File: src/rtl/pixel_unpack_rd.sv
// Two-entry (head + skid) pixel unpacker that reads a 1-cycle-latency FIFO at up to 1 word/cycle.
// Optional PIXEL_UNPACK_SWAP_EN adds chan_swap to reverse channel order at capture.
module pixel_unpack_rd #(
    parameter int unsigned CH_W     = 8,
    parameter int unsigned CH_N     = 3,
    parameter int unsigned LINE_PIX = 640,
    localparam int unsigned PIX_W   = CH_N * CH_W,
    localparam int unsigned CNT_W   = $clog2(LINE_PIX)
) (
    input  logic             clk,
    input  logic             rst_n,
    input  logic [PIX_W-1:0] fifo_data_rd,
    input  logic             fifo_empty,
    output logic             fifo_rd_en,
`ifdef PIXEL_UNPACK_SWAP_EN
    input  logic             chan_swap,
`endif
    output logic [PIX_W-1:0] pix_data,
    output logic             pix_valid,
    input  logic             pix_ready,
    output logic             pix_eol,
    output logic [CNT_W-1:0] pix_cnt
);

    localparam logic [CNT_W-1:0] LastIdx = CNT_W'(LINE_PIX - 1);

    logic [PIX_W-1:0] head_q, skid_q, cap_data;
    logic             head_vld_q, skid_vld_q, infl_q, run_q;
    logic [CNT_W-1:0] cnt_q;
    logic             pop;
    logic [2:0]       pending;

    always_comb begin
        cap_data = fifo_data_rd;
`ifdef PIXEL_UNPACK_SWAP_EN
        if (chan_swap) begin
            for (int k = 0; k < int'(CH_N); k++) begin
                cap_data[k*CH_W +: CH_W] = fifo_data_rd[(int'(CH_N) - 1 - k)*CH_W +: CH_W];
            end
        end
`endif
    end

    assign pop = head_vld_q && pix_ready;

    // Entries held after this edge if we read now; pop implies head full, so no underflow.
    assign pending = {2'b00, head_vld_q} + {2'b00, skid_vld_q} + {2'b00, infl_q} - {2'b00, pop};

    // run_q blocks reads until the first edge after reset release.
    assign fifo_rd_en = run_q && !fifo_empty && (pending < 3'd2);

    assign pix_data  = head_q;
    assign pix_valid = head_vld_q;
    assign pix_cnt   = cnt_q;
    assign pix_eol   = head_vld_q && (cnt_q == LastIdx);

    always_ff @(posedge clk or negedge rst_n) begin
        if (!rst_n) begin
            head_q     <= '0;
            skid_q     <= '0;
            head_vld_q <= 1'b0;
            skid_vld_q <= 1'b0;
            infl_q     <= 1'b0;
            run_q      <= 1'b0;
            cnt_q      <= '0;
        end else begin
            run_q  <= 1'b1;
            infl_q <= fifo_rd_en;

            if (pop) begin
                cnt_q <= (cnt_q == LastIdx) ? '0 : cnt_q + 1'b1;
            end

            if (pop) begin
                if (skid_vld_q) begin
                    // Older skid word advances; a new capture lands behind it.
                    head_q     <= skid_q;
                    skid_vld_q <= infl_q;
                    if (infl_q) begin
                        skid_q <= cap_data;
                    end
                end else begin
                    head_vld_q <= infl_q;
                    if (infl_q) begin
                        head_q <= cap_data;
                    end
                end
            end else if (infl_q) begin
                if (!head_vld_q) begin
                    head_q     <= cap_data;
                    head_vld_q <= 1'b1;
                end else begin
                    skid_q     <= cap_data;
                    skid_vld_q <= 1'b1;
                end
            end
        end
    end

endmodule

File: config.mk
export PLATFORM = sky130hd
export DESIGN_NAME = pixel_unpack_rd
export DESIGN_NICKNAME = d
export VERILOG_FILES = /design/src/rtl/pixel_unpack_rd.sv
export SDC_FILE = /design/constraint.sdc
export NUM_CORES = 1
export LEC_CHECK = 0
export ABC_CLOCK_PERIOD_IN_PS = 4200
export CAP_MARGIN = 30
export CORE_AREA = 4 4 85 87
export CTS_CLUSTER_DIAMETER = 100
export DETAILED_ROUTE_END_ITERATION = 6
export DIE_AREA = 0 0 89 91
export PLACE_DENSITY = 0.72
export SETUP_SLACK_MARGIN = 0.15
export SLEW_MARGIN = 20
export SYNTH_ARGS = -nofsm -noshare
export SYNTH_HDL_FRONTEND = slang
export SYNTH_SLANG_ARGS = --single-unit
File: constraint.sdc
create_clock -name clk -period 4.2 [get_ports clk]
set_clock_uncertainty 0.1 [all_clocks]
set_input_delay 1.05 -clock clk [delete_from_list [all_inputs] [get_ports clk]]
set_output_delay 1.05 -clock clk [all_outputs]
set_load 0.02 [all_outputs]
Word level (Yosys, flattened, before mapping)
Cells that the tools add are included.
W data, S select, Z words.
{"block": "op_classes", "eq_ne": 4, "reduce_logical": 12, "add_sub_neg": 4, "mux": 17, "magnitude_cmp": 1}
{"cell": "$mux W24", "count": 9}
{"cell": "$add A10 B1 Y10 const B", "count": 1}
{"cell": "$eq A10 B10 Y1 const B", "count": 1}
{"cell": "$mux W10", "count": 1}
{"cell": "$mux W1", "count": 7}
{"cell": "$reduce_and A3 Y1", "count": 2}
{"cell": "$reduce_bool A2 Y1", "count": 3}
{"cell": "$logic_and A1 B1 Y1", "count": 4}
{"cell": "$ne A2 B2 Y1 const B", "count": 2}
{"cell": "$reduce_and A2 Y1", "count": 2}
{"cell": "$add A2 B1 Y3", "count": 1}
{"cell": "$lt A3 B2 Y1 const B", "count": 1}
{"cell": "$sub A3 B1 Y3", "count": 1}
{"cell": "$add A1 B1 Y2", "count": 1}
{"cell": "$ne A2 B1 Y1 const B", "count": 1}
{"cell": "$logic_not A1 Y1", "count": 1}
{"block": "totals", "regBits": 62, "word_cells": 45}

Depth between registers and ports, before layout
{"block": "logic_depth", "word_depth": 5, "depth_mapped": 9, "depth_no_buf": 8}

Worst setup path after synthesis
No wires, ideal clock.
{"block": "synth_timing", "path_kind": "input-to-output", "startpoint": "in pix_ready", "endpoint": "out fifo_rd_en", "n_path_buf": 1, "arrival_ns": 2.728, "path_slack_ns": 0.322, "required_time_ns": 3.050, "path_stages": 9, "cell_sequence": "buf_4 nand2_2 inv_1 ha_1 inv_1 ha_1 a21oi_1 xnor2_1 nor3b_1"}
{"block": "synth_between", "elab_chain_cells": 4}
{"element": "from (decl)", "line": "20", "text": "input logic pix_ready,"}
{"element": "$logic_and A1 B1 Y1", "line": "44", "text": "assign pop = head_vld_q && pix_ready;"}
{"element": "net pop", "line": "30", "text": "logic pop;"}
{"element": "$sub A3 B1 Y3", "line": "47", "text": "assign pending = {2'b00, head_vld_q} + {2'b00, skid_vld_q} + {2'b00, infl_q} - {2'b00, pop};"}
{"element": "$lt A3 B2 Y1", "line": "50", "text": "assign fifo_rd_en = run_q && !fifo_empty && (pending < 3'd2);"}
{"element": "$logic_and A1 B1 Y1", "line": "50"}
{"element": "to (decl)", "line": "14", "text": "output logic fifo_rd_en,"}
The timed path passes the listed nets, and every way through them passes these cells.

Worst setup path after layout
Same ends and word-level chain as after synthesis.

==> flow_metrics.tcl <==
set metrics [dict create \
    track_usage_pct 15.4 \
    antenna_found_initial 0 \
    die_w_um 89 \
    numPortBuffers 64 \
    seq_area_frac_synth_pct 54.1 \
    period_needed_ps 3940 \
    holdWs_ps 390 \
    grt_pass1_wl_um 9520 \
    netlist_top_cells_area "dfrtp_1 54%, mux2_2 28%, buf_6 2.0%" \
    synth_cells 208 \
    synth_most_common_cell "mux2_2" \
    ys.warnings.count 0 \
    fillers 524 \
    vdd_drop_max_v 0.000503 \
    grt_start_max_net_pins 38 \
    final_antenna_net_count 0 \
    power_mw 2.82 \
    clk_latency_ps 330 \
    setup_viol 0 \
    end_kind "output port" \
    synth_area_sq_um 2870 \
    cp-start-kind "input port" \
    max_freq_mhz 254 \
    num_rows 29 \
    via_per_inst 5.19 \
    fin_crit_sh_pct 93.7 \
    worst_pin_slew_ps 830 \
    hold_viol_final 0 \
    nets 311 \
    dr.pass1.iters 4 \
    wirelength_um 5530 \
    hold_buffers 0 \
    timing.max_cap.violations 0 \
    slew_headroom_pct 44.7 \
    place_congestion 0.768 \
    critPathArrivalTime_ps 2790 \
    status "finished clean" \
    clk_path_buf_depth 2 \
    numCtsBuffers 9 \
    dieArea_sq_um 8100 \
    leakagePower_nw 1.59 \
    tritoncts_num_sinks 62 \
    wire_per_inst_um 15.3 \
    n_antenna_cell 0 \
    min-delay-start "pix_cnt[6]$_DFFE_PN0P_" \
    io_pins 65 \
    hp-class "flip-flop to flip-flop" \
    vias 1877 \
    async_reset_ff_share_pct 100 \
    grt-ovfl-total 0 \
    drv_slew 0 \
    rsz0062_at_grt "no" \
    required_ps 3050 \
    ys_types 37 \
    drive_gt1_share_pct 35.8 \
    syn_to_final_growth_pct 31.9 \
    yosys.area.top_type "dfrtp_1" \
    final_area_sq_um 3780 \
    fp.dieH_um 91 \
    grt_pass1_vias 2030 \
    placed_cell_area_sq_um 3560 \
    hpwlAfterDp_um 3680 \
    drc_errors 0 \
    ys.flop_type "dfrtp_1" \
    synth_edf_count 0 \
    ys_seq_elements 62 \
    crit_start "pix_ready" \
    synth_common_cells "72 x mux2_2, 62 x dfrtp_1, 8 x inv_1, 6 x nand3_1" \
    yosysTopAreaCellShare_pct 54.1 \
    dp.cells 346 \
    r2r-start "pix_valid$_DFFE_PN0P_" \
    instances_no_fill 362 \
    power_density_nw_per_um2 746 \
    crit_fanout 2 \
    drt_iter0_drc 30 \
    setup.worst_path.class "input port to output port" \
    clk_pin_slew_ps 60 \
    synthesis.nets 239 \
    core-area_sq_um 6350 \
    htreeDepth 3 \
    cts_tree "yes" \
    syn_area_per_cell_sq_um 13.8 \
    cts_root_buf "clkbuf_8" \
    initial_core_util_pct 45.2 \
]
worst max-delay path, stage by stage:
cell and delay (ps):
clkdlybuf4s50_1 430, nand2_2 70, inv_1 40, ha_1 260, inv_1 40, ha_1 280
a21oi_2 160, xnor2_1 90, nor3b_2 180, buf_4 170
routing by layer:
metal,share of wire [%],GRT usage (%)
met1,43,18.8
met2,49,24.3
met3,7.3,6.52
met4,0.65,5.46
met5,0,0
where the power goes:
| part | switching (mW) | internal [mW] |
|---|---|---|
| sequential | 0.161 | 0.875 |
| clock | 0.215 | 0.349 |
| combinational | 0.544 | 0.679 |
cell families after synthesis:
| kind of cell | Yosys count | share of synthesized area (%) |
|---|---|---|
| xor gates and xnor gates | 5 | 1.53 |
| adders and majority gates | 3 | 1.31 |
| DFF | 62 | 54.1 |
| other | 1 | 0.131 |
| muxes | 72 | 28.3 |
| AOI/OAI and AO/OA | 16 | 3.75 |
| and+or+nand+nor | 32 | 6.98 |
| buffers and inverters | 17 | 3.97 |
final cells by class:
cell class                 instances  area, sq um  share of cell area [%]
clock buffer                      12          145                    3.84
timing repair buffer              70          678                    17.9
clock inverter                     4         70.1                    1.85
tap                               77         96.3                    2.55
multi-input combinational        129         1210                    32.0
inverter                           8         30.0                   0.794
sequential                        62         1550                    41.0
state kept, by name, summed over array words and instances (netlist names):
name        count
infl_q          1
run_q           1
skid_vld_q      1
skid_q         24
pix_data       24
pix_valid       1
pix_cnt        10
layout by cell type (no fill, tap or decap), types with 2 or more instances in the layout:
master,count
mux2_2,72
dfrtp_1,62
clkdlybuf4s50_1,62
clkbuf_8,10
inv_1,8
buf_4,7
nand3_1,6
nand2_1,5
a21oi_1,4
xnor2_1,3
nor4_1,3
o21ai_0,3
ha_1,3
nor3_1,2
a21oi_2,2
nand3_4,2
xor2_1,2
or3_1,2
nor2_1,2
bufinv_16,2
clkbuf_1,2
clkinv_2,2
worst paths after layout:
kind	end	slack (ps)	cells after the start
max in group asynchronous	pix_data[23]$_DFFE_PN0P_	2420	2
max reg2reg	pix_data[11]$_DFFE_PN0P_	2410	4
min reg2reg	pix_cnt[6]$_DFFE_PN0P_	390	1
min in group asynchronous	skid_q[14]$_DFFE_PN0P_	710	1
min	pix_cnt[6]$_DFFE_PN0P_	390	1
max	fifo_rd_en	260	10
metrics by stage:
step                      util, %  TNS (ps)  worst slack (ps)
after floorplan                 -         0               322
after global placement       56.1      -214              -214
after detailed placement     56.1      -303              -303
after CTS                    59.5         0               202
after global routing         59.6         0               172
final                        59.6         0               264
what timing repair did:
action,4_1_cts,5_1_grt
resized for setup,6,2
hold endpoints to repair,0,0
endpoints found under the setup margin,1,1
setup buffers,0,0
Power figures use the tool's default switching activity.
